### config.mk
export PLATFORM = sky130hd
export DESIGN_NAME = sample_player
export DESIGN_NICKNAME = d
export VERILOG_FILES = /design/src/rtl/sample_player_pkg.sv /design/src/rtl/sample_rate_divider.sv /design/src/rtl/sample_player.sv
export SDC_FILE = /design/constraint.sdc
export NUM_CORES = 1
export LEC_CHECK = 0
export ABC_CLOCK_PERIOD_IN_PS = 5700
export CAP_MARGIN = 20
export CORE_MARGIN = 3
export CORE_UTILIZATION = 56
export DETAILED_ROUTE_END_ITERATION = 16
export HOLD_SLACK_MARGIN = 0.03
export PLACE_DENSITY = 0.82
export SYNTH_ARGS = -nofsm -noshare
export SYNTH_HDL_FRONTEND = slang
export SYNTH_SLANG_ARGS = --single-unit
### constraint.sdc
create_clock -name clk -period 5.7 [get_ports clk]
set_input_delay 1.14 -clock clk [delete_from_list [all_inputs] [get_ports clk]]
set_output_delay 1.14 -clock clk [all_outputs]
set_load 0.005 [all_outputs]
### src/rtl/sample_player_pkg.sv
// Shared types and constants for the sample playback path.
package sample_player_pkg;

   localparam int SAMPLE_W            = 16;
   localparam int DEFAULT_DIV         = 1042;
   localparam int DEFAULT_NUM_SAMPLES = 256;

   typedef enum logic [2:0] {
      ST_IDLE   = 3'd0,
      ST_FETCH  = 3'd1,
      ST_WAIT_Q = 3'd2,
      ST_HOLD   = 3'd3,
      ST_PUSH   = 3'd4,
      ST_DONE   = 3'd5
   } state_t;

endpackage

### src/rtl/sample_rate_divider.sv
// Free-running sample-rate tick generator: one tick every DIV enabled cycles.
// The count is held at zero whenever the divider is disabled, so the first
// tick after enabling lands exactly DIV cycles later.
module sample_rate_divider
   import sample_player_pkg::*;
#(
   parameter int DIV = DEFAULT_DIV
) (
   input  logic clk,
   input  logic rst_n,
   input  logic en,
   output logic tick
);

   localparam int CNT_W = $clog2(DIV);
   localparam logic [CNT_W-1:0] CNT_LAST = CNT_W'(DIV - 1);

   logic [CNT_W-1:0] cnt_q;
   logic [CNT_W-1:0] cnt_d;

   assign tick = en && (cnt_q == CNT_LAST);

   // Next count: clear when idle or on the tick, otherwise advance.
   always_comb begin
      cnt_d = cnt_q;
      if (!en || tick) begin
         cnt_d = '0;
      end else begin
         cnt_d = cnt_q + 1'b1;
      end
   end

   // Count register with synchronous active-low reset.
   always_ff @(posedge clk) begin
      if (!rst_n) begin
         cnt_q <= '0;
      end else begin
         cnt_q <= cnt_d;
      end
   end

endmodule

### src/rtl/sample_player.sv
// Reads the sample memory in address order, applies the volume shift and
// widens each sample to the codec width, then releases one sample per
// sample-rate tick to the codec FIFO over a valid/ready handshake.
module sample_player
   import sample_player_pkg::*;
#(
   parameter int NUM_SAMPLES = DEFAULT_NUM_SAMPLES,
   parameter int ADDR_W      = 8,
   parameter int RD_LAT      = 1,
   parameter int DIV         = DEFAULT_DIV,
   parameter int OUT_W       = 24
) (
   input  logic              clk,
   input  logic              rst_n,
   input  logic              start,
   input  logic              loop_en,
   input  logic [3:0]        vol_shift,
   output logic [ADDR_W-1:0] mem_addr,
   input  logic [15:0]       mem_q,
   output logic              aud_valid,
   input  logic              aud_ready,
   output logic [OUT_W-1:0]  aud_left,
   output logic [OUT_W-1:0]  aud_right,
   output logic              busy,
   output logic              done,
   output logic              underrun
);

   localparam logic [ADDR_W-1:0] LAST_IDX  = ADDR_W'(NUM_SAMPLES - 1);
   localparam logic [1:0]        LAST_WAIT = 2'(RD_LAT - 1);

   state_t            state_q,  state_d;
   logic [ADDR_W-1:0] idx_q,    idx_d;
   logic [ADDR_W-1:0] addr_q,   addr_d;
   logic [1:0]        wait_q,   wait_d;
   logic [OUT_W-1:0]  sample_q, sample_d;
   logic [OUT_W-1:0]  left_q,   left_d;
   logic              pend_q,   pend_d;
   logic              und_q,    und_d;

   logic              tick;
   logic              consume;
   logic signed [OUT_W-1:0] sample_ext;
   logic signed [OUT_W-1:0] sample_scaled;

   assign busy      = (state_q != ST_IDLE);
   assign done      = (state_q == ST_DONE);
   assign aud_valid = (state_q == ST_PUSH);
   assign mem_addr  = addr_q;
   assign aud_left  = left_q;
   assign aud_right = left_q;
   assign underrun  = und_q;

   sample_rate_divider #(
      .DIV (DIV)
   ) u_div (
      .clk   (clk),
      .rst_n (rst_n),
      .en    (busy),
      .tick  (tick)
   );

   // Sign-extend, move the 16-bit sample to the top of the codec word,
   // then attenuate with an arithmetic shift (no clamping: -1 is the floor).
   always_comb begin
      sample_ext    = OUT_W'(signed'(mem_q));
      sample_scaled = (sample_ext <<< (OUT_W - SAMPLE_W)) >>> vol_shift;
   end

   // Playback sequencing plus tick bookkeeping (pending tick and underrun).
   always_comb begin
      state_d  = state_q;
      idx_d    = idx_q;
      addr_d   = addr_q;
      wait_d   = wait_q;
      sample_d = sample_q;
      left_d   = left_q;
      pend_d   = pend_q;
      und_d    = und_q;

      // A tick arriving while HOLD consumes the previous one stays pending;
      // a tick landing on an unconsumed one is dropped and flagged.
      consume = (state_q == ST_HOLD) && pend_q;
      if (consume) begin
         pend_d = tick;
      end else if (tick) begin
         if (pend_q) begin
            und_d = 1'b1;
         end
         pend_d = 1'b1;
      end

      case (state_q)
         ST_IDLE: begin
            if (start) begin
               state_d = ST_FETCH;
               idx_d   = '0;
               addr_d  = '0;
               pend_d  = 1'b0;
               und_d   = 1'b0;
            end
         end
         ST_FETCH: begin
            wait_d  = '0;
            state_d = ST_WAIT_Q;
         end
         ST_WAIT_Q: begin
            if (wait_q == LAST_WAIT) begin
               sample_d = sample_scaled;
               state_d  = ST_HOLD;
            end else begin
               wait_d = wait_q + 1'b1;
            end
         end
         ST_HOLD: begin
            if (pend_q) begin
               left_d  = sample_q;
               state_d = ST_PUSH;
            end
         end
         ST_PUSH: begin
            if (aud_ready) begin
               if (idx_q < LAST_IDX) begin
                  idx_d   = idx_q + 1'b1;
                  addr_d  = idx_q + 1'b1;
                  state_d = ST_FETCH;
               end else if (loop_en) begin
                  idx_d   = '0;
                  addr_d  = '0;
                  state_d = ST_FETCH;
               end else begin
                  state_d = ST_DONE;
               end
            end
         end
         ST_DONE: begin
            state_d = ST_IDLE;
         end
         default: begin
            state_d = ST_IDLE;
         end
      endcase
   end

   // State registers; reset abandons any playback or pending handshake.
   always_ff @(posedge clk) begin
      if (!rst_n) begin
         state_q  <= ST_IDLE;
         idx_q    <= '0;
         addr_q   <= '0;
         wait_q   <= '0;
         sample_q <= '0;
         left_q   <= '0;
         pend_q   <= 1'b0;
         und_q    <= 1'b0;
      end else begin
         state_q  <= state_d;
         idx_q    <= idx_d;
         addr_q   <= addr_d;
         wait_q   <= wait_d;
         sample_q <= sample_d;
         left_q   <= left_d;
         pend_q   <= pend_d;
         und_q    <= und_d;
      end
   end

endmodule

==> results of run 1 <==
==> synth_stat cells, types with 4 or more instances <==
| master | n | area (sq um) |
|---|---|---|
| nand2_1 | 76 | 285 |
| o21ai_0 | 17 | 85.1 |
| mux4_1 | 4 | 105 |
| dfxtp_1 | 74 | 1480 |
| nor3_1 | 11 | 55.1 |
| mux2_2 | 10 | 113 |
| clkbuf_1 | 21 | 78.8 |
| xor2_1 | 6 | 52.6 |
| a21oi_1 | 46 | 230 |
| o211ai_1 | 4 | 30.0 |
| mux2i_1 | 14 | 140 |
| o22ai_1 | 4 | 25.0 |
| nor2_1 | 27 | 101 |
| nand4_1 | 6 | 37.5 |
| nand2b_1 | 9 | 56.3 |
| a211oi_1 | 5 | 37.5 |
| and3_1 | 7 | 43.8 |
| buf_4 | 26 | 195 |
| ha_1 | 4 | 50.1 |
| inv_1 | 8 | 30.0 |
| mux4_2 | 9 | 203 |
| buf_2 | 9 | 45.0 |
| buf_6 | 4 | 45.0 |
| nand3_1 | 16 | 80.1 |
==> state kept, by name (all words and copies together) (netlist names) <==
signal,cells
pend_q,1
u_div.cnt_q,11
aud_left,24
mem_addr,8
wait_q,2
underrun,1
state_q,3
sample_q,24
==> through the flow <==
step / setup WS, ns / cells / area, sq um / total power, mW
after floorplan: 3.13 / 480 / 4130 / 0.695
after global placement: 2.17 / 601 / 4750 / 0.743
after detailed placement: 2.11 / 601 / 4750 / 0.746
after CTS: 2.33 / 615 / 4910 / 1.08
after global routing: 2.23 / 615 / 4910 / 1.13
final: 2.35 / 615 / 4910 / 1.08
==> power by group through the flow <==
stage | logic [mW] | registers (mW) | clock network, mW
after floorplan | 0.134 | 0.561 | 0
after global routing | 0.194 | 0.565 | 0.373
final | 0.176 | 0.562 | 0.342
after CTS | 0.174 | 0.562 | 0.345
after detailed placement | 0.173 | 0.573 | 0
after global placement | 0.170 | 0.573 | 0
==> logic make-up (layout without fill, tap and decap cells) <==
kind of cell,Yosys count,in the layout,share of synthesized area (%)
compound gates,108,108,16.7
xor+xnor,9,9,1.91
fa+ha+maj,4,4,1.21
buf+inv,70,109,9.73
flops,74,74,35.9
mux,37,37,13.6
simple gates,178,178,21.0
==> per-layer routing <==
metal  vias up  track usage (%)
met3        16             3.94
li1       1764                -
met2       127             37.3
met4         0             7.80
met1      1733             31.9
met5         -                0
==> cells in the final DEF, fill, tap and decap left out, types with 3 or more instances in the layout <==
cell type	instances
dfxtp_1	74
o211a_1	3
nand2b_1	9
nand3_1	16
o221ai_1	3
nor2b_1	3
a211oi_1	5
o21ai_0	17
clkdlybuf4s50_1	84
mux4_2	9
o211ai_1	4
ha_1	4
mux4_1	4
nor4_1	3
nand2_1	76
mux2_2	10
and2_1	3
xor2_1	6
clkbuf_8	10
nand4_1	6
a21oi_1	46
mux2i_1	14
and3_1	7
o22ai_1	4
nor3_1	11
nor2_1	27
inv_1	8
xnor2_1	3
==> area by class of cell <==
type | instances | area (sq um) | share of cell area (%)
Tap cell | 96 | 120 | 2.45
Sequential cell | 74 | 1480 | 30.2
Clock buffer | 11 | 141 | 2.88
Timing Repair Buffer | 86 | 856 | 17.4
Multi-Input combinational cell | 336 | 2260 | 46.0
Inverter | 9 | 33.8 | 0.688
Clock inverter | 3 | 17.5 | 0.357
==> path summary, 6_finish.rpt <==
check	startpoint	end	slack, ns	cells after the start
worst max-delay path	state_q[2]$_SDFFE_PN0P_	aud_valid	2.35	3
worst min-delay path	sample_q[0]$_SDFFE_PN0P_	aud_left[0]$_SDFFE_PN0P_	0.45	2
worst max register to register	state_q[2]$_SDFFE_PN0P_	mem_addr[4]$_SDFFE_PN0P_	3.36	4
worst min register to register	sample_q[0]$_SDFFE_PN0P_	aud_left[0]$_SDFFE_PN0P_	0.45	2
==> tightest hold or removal path: cells and delay by family (launching register included) <==
family,cells,cell delay [ns]
simple gates,1,0.05
flops,1,0.31
compound gates,1,0.05
==> results.yml, run 1 <==
critical_path:
  cp-start-kind: "register"
  crit_family: "flip-flops"
  crit_fanout: 18
  cpMaxStageDelayCell: "dfxtp_1"
  crit_buf_inv: 2
  cp.required_ns: 4.56
  cp_slowest_stage_delay_ns: 0.70
  worstSetupEndpointType: "primary output"
  path_cells: "or3b_1, inv_1, clkdlybuf4s50_1"
  worst-endpoint-arrival_ns: 2.21
  path_class: "register to primary output"
global_route:
  globalRoute.totalOverflow: 0
  antenna_found_initial: 0
  grt_pass1_vias: 3359
  grt_pass1_wl_um: 16300
  grtUsageTotal_pct: 23.3
  grt_max_degree: 46
floorplanning:
  pin_count: 85
  core_sq_mm: 0.00698
  die_w_um: 91.9
  dieArea_sq_mm: 0.00844
  initial_core_util_pct: 59.1
  die-height_um: 91.9
  rows: 30
detailed_routing:
  routed_via_density: 5.92
  drt_pass1_iterations: 5
  ant_nets: 0
  vias: 3640
  wl_met3_um: 540
  wl_met1_um: 4320
  wl_um: 9550
  dr_wl_met2_um: 4530
  drc: 0
  wire_per_inst_um: 15.5
  drtIter0Drc: 285
  highest_layer: "met4"
clock_tree:
  cts_tree: "yes"
  cts_setup_buffers: 0
  insertion_delay_ns: 0.34
  ctsHoldBuffers: 0
  ctsResizeCount: 0
  numCtsBuffers: 9
  clkTransAtPathRegs_ns: 0.08
  cts_root_buf: "clkbuf_8"
  cts.sinks: 74
  htree_levels: 3
  clk_path_buf_depth: 2
timing:
  tightestPinTransition_ns: 1.00
  slew_viol_final: 0
  fin_crit_ns: 3.35
  finalCritPeriodShare_pct: 58.8
  hold_violations: 0
  slew_headroom_pct: 33.0
  rsz0062_at_grt: "no"
  skew_ns: 0.00981
  fin_hold_ws_ns: 0.452
  fin_tns_setup_ns: 0
  setup_viol: 0
  fmax_mhz: 298
pwr:
  p_leak_nw: 1.72
  cellPowerDensity_mw_per_mm2: 220
  ir_worst_vdd_v: 0.000146
  pwr-share-seq_pct: 52.1
  p_comb_share_pct: 16.3
  switching_share_pct: 27.5
  p_int_uw: 784
  pwr-share-clk_pct: 31.6
  p_switching_uw: 297
synthesis:
  async_flop_share_pct: 0
  synth-seq-cells: 74
  netlist_area_sq_mm: 0.00413
  synthesis.nets: 509
  avgSynthCellArea_sq_um: 8.60
  netlist_instances: 480
  ys_types: 65
  ys.warnings.count: 0
  synth-edff-count: 0
  seq_area_frac_synth_pct: 35.9
  synth-main-ff-cell: "dfxtp_1"
layout:
  layout-drive-gt1-share_pct: 8.48
  syn2layout_area_growth_pct: 18.9
  fin_util_pct: 70.3
  nFillCells: 576
  nets: 545
  diodes: 0
worst_hold_path:
  hp-class: "register to register"
placed_design:
  gp_congestion: 0.948
  numPortBuffers: 84
  hpwl_um: 6950
flow_run:
  drv_cap: 0
run_status:
  status: "finished clean"
Power figures use the tool's default switching activity.
==> run 2: changes to the inputs <==
--- a/config.mk
+++ b/config.mk
@@ -5,13 +5,13 @@
 export SDC_FILE = /design/constraint.sdc
 export NUM_CORES = 1
 export LEC_CHECK = 0
-export ABC_CLOCK_PERIOD_IN_PS = 5700
+export ABC_CLOCK_PERIOD_IN_PS = 3100
 export CAP_MARGIN = 20
 export CORE_MARGIN = 3
-export CORE_UTILIZATION = 56
+export CORE_UTILIZATION = 52
 export DETAILED_ROUTE_END_ITERATION = 16
 export HOLD_SLACK_MARGIN = 0.03
-export PLACE_DENSITY = 0.82
+export PLACE_DENSITY = 0.77
 export SYNTH_ARGS = -nofsm -noshare
 export SYNTH_HDL_FRONTEND = slang
 export SYNTH_SLANG_ARGS = --single-unit
==> constraint.sdc (replaced) <==
create_clock -name clk -period 3.1 [get_ports clk]
set_input_delay 0.62 -clock clk [delete_from_list [all_inputs] [get_ports clk]]
set_output_delay 0.62 -clock clk [all_outputs]
set_load 0.005 [all_outputs]
==> results.yml, run 2 (synthesis results as in run 1) <==
run_status:
  status: "finished clean"
detailed_routing:
  drtIter0Drc: 279
  wire_per_inst_um: 16.1
  drc: 0
  ant_nets: 0
  routed_via_density: 5.79
  drt_pass1_iterations: 5
  vias: 3637
  wl_um: 10100
layout:
  multi_input_area_sq_mm: 0.00226
  nets: 553
  diodes: 0
  layout-drive-gt1-share_pct: 10.4
  nFillCells: 609
  syn2layout_area_growth_pct: 22.7
  final_cell_mix: "84 x clkdlybuf4s50_1, 76 x nand2_1, 74 x dfxtp_1, 46 x a21oi_1, 27 x nor2_1"
  seqCellArea_sq_mm: 0.00148
  fin_util_pct: 67.6
  final_common_cell: "clkdlybuf4s50_1"
timing:
  fin_crit_ns: 2.68
  slew_viol_final: 0
  skew_ns: 0.0119
  finalCritPeriodShare_pct: 86.6
  tightestPinTransition_ns: 0.839
  fmax_mhz: 373
  fin_hold_ws_ns: 0.452
  fin_tns_setup_ns: 0
  hold_violations: 0
  slew_headroom_pct: 44.0
  rsz0062_at_grt: "no"
  setup_viol: 0
critical_path:
  cp.required_ns: 2.48
  worstSetupEndpointType: "primary output"
  cp-start-kind: "register"
  r2r.worst_path.cells: 4
  crit_fanout: 18
  worst-endpoint-arrival_ns: 2.06
  path_class: "register to primary output"
clock_tree:
  numCtsBuffers: 9
  clkTransAtPathRegs_ns: 0.08
  cts.sinks: 74
  insertion_delay_ns: 0.35
  cts_setup_buffers: 0
  cts_tree: "yes"
  clk_path_buf_depth: 2
  ctsHoldBuffers: 0
  cts_root_buf: "clkbuf_8"
  htree_levels: 3
  ctsResizeCount: 0
floorplanning:
  core_sq_mm: 0.00749
  die-height_um: 95.1
  rows: 31
  dieArea_sq_mm: 0.00904
  pin_count: 85
  initial_core_util_pct: 55.1
  die_w_um: 95.1
pwr:
  p_leak_nw: 1.80
  ir_worst_vdd_v: 0.000283
  cellPowerDensity_mw_per_mm2: 444
worst_hold_path:
  hp-class: "register to register"
  hold-path-cell-count: 2
placed_design:
  gp_congestion: 0.947
  hpwl_um: 7320
  numPortBuffers: 84
global_route:
  grt_pass1_wl_um: 17000
  grt_pass1_vias: 3387
  grt_max_degree: 29
  globalRoute.totalOverflow: 0
  grtUsageTotal_pct: 23.9
  antenna_found_initial: 0
flow_run:
  drv_cap: 0
-- run 2: final timing paths --
kind / from / to / slack, ns
hold / removal: sample_q[10]$_SDFFE_PN0P_ / aud_left[10]$_SDFFE_PN0P_ / 0.45
hold reg to reg: sample_q[10]$_SDFFE_PN0P_ / aud_left[10]$_SDFFE_PN0P_ / 0.45
setup reg to reg: state_q[0]$_SDFFE_PN0P_ / mem_addr[4]$_SDFFE_PN0P_ / 0.94
setup / recovery: state_q[0]$_SDFFE_PN0P_ / aud_valid / 0.42
-- run 2: metal layers --
| layer | vias up | wire, um | GRT usage, % |
|---|---|---|---|
| met5 | - | 0 | 0 |
| li1 | 1790 | - | - |
| met4 | 0 | 125 | 6.73 |
| met2 | 145 | 4680 | 36.3 |
| met1 | 1688 | 4530 | 33.7 |
| met3 | 14 | 775 | 5.84 |
-- run 2: layout make-up --
cell class              count  share of cell area (%)
well taps                  99                    2.45
multi-input cells         336                    44.6
flip-flops and latches     74                    29.3
clock buffers              11                    2.99
inverters                   9                   0.667
clock inverters             5                    1.68
repair buffers             94                    18.3
-- run 2: through the flow --
| step | setup WS [ns] | cells | instance area [sq um] | total power, mW |
|---|---|---|---|---|
| floorplan | 1.05 | 480 | 4130 | 1.28 |
| global placement | 0.418 | 612 | 4830 | 1.39 |
| detailed placement | 0.367 | 612 | 4830 | 1.39 |
| CTS | 0.410 | 628 | 5060 | 2.25 |
| global route | 0.316 | 628 | 5060 | 2.34 |
| finish | 0.416 | 628 | 5060 | 2.25 |
-- run 2: power by group --
group | total [mW] | internal (mW) | switching (mW)
Sequential | 1.03 | 0.993 | 0.0390
Clock | 0.871 | 0.501 | 0.370
Combinational | 0.344 | 0.157 | 0.187
-- run 2: critical path, cell delays in order (launching register included) --
cell and delay (ns):
dfxtp_1 0.49, or3b_1 0.59, inv_1 0.12, clkdlybuf4s50_1 0.51
==> run 3: changes to the inputs <==
--- a/config.mk
+++ b/config.mk
@@ -10,8 +10,10 @@
 export CORE_MARGIN = 3
 export CORE_UTILIZATION = 52
 export DETAILED_ROUTE_END_ITERATION = 16
+export GPL_ROUTABILITY_DRIVEN = 1
 export HOLD_SLACK_MARGIN = 0.03
 export PLACE_DENSITY = 0.77
+export SLEW_MARGIN = 20
 export SYNTH_ARGS = -nofsm -noshare
 export SYNTH_HDL_FRONTEND = slang
 export SYNTH_SLANG_ARGS = --single-unit
==> results of run 3 <==
No change in the layout: final DEF, timing and power equal those of run 2.
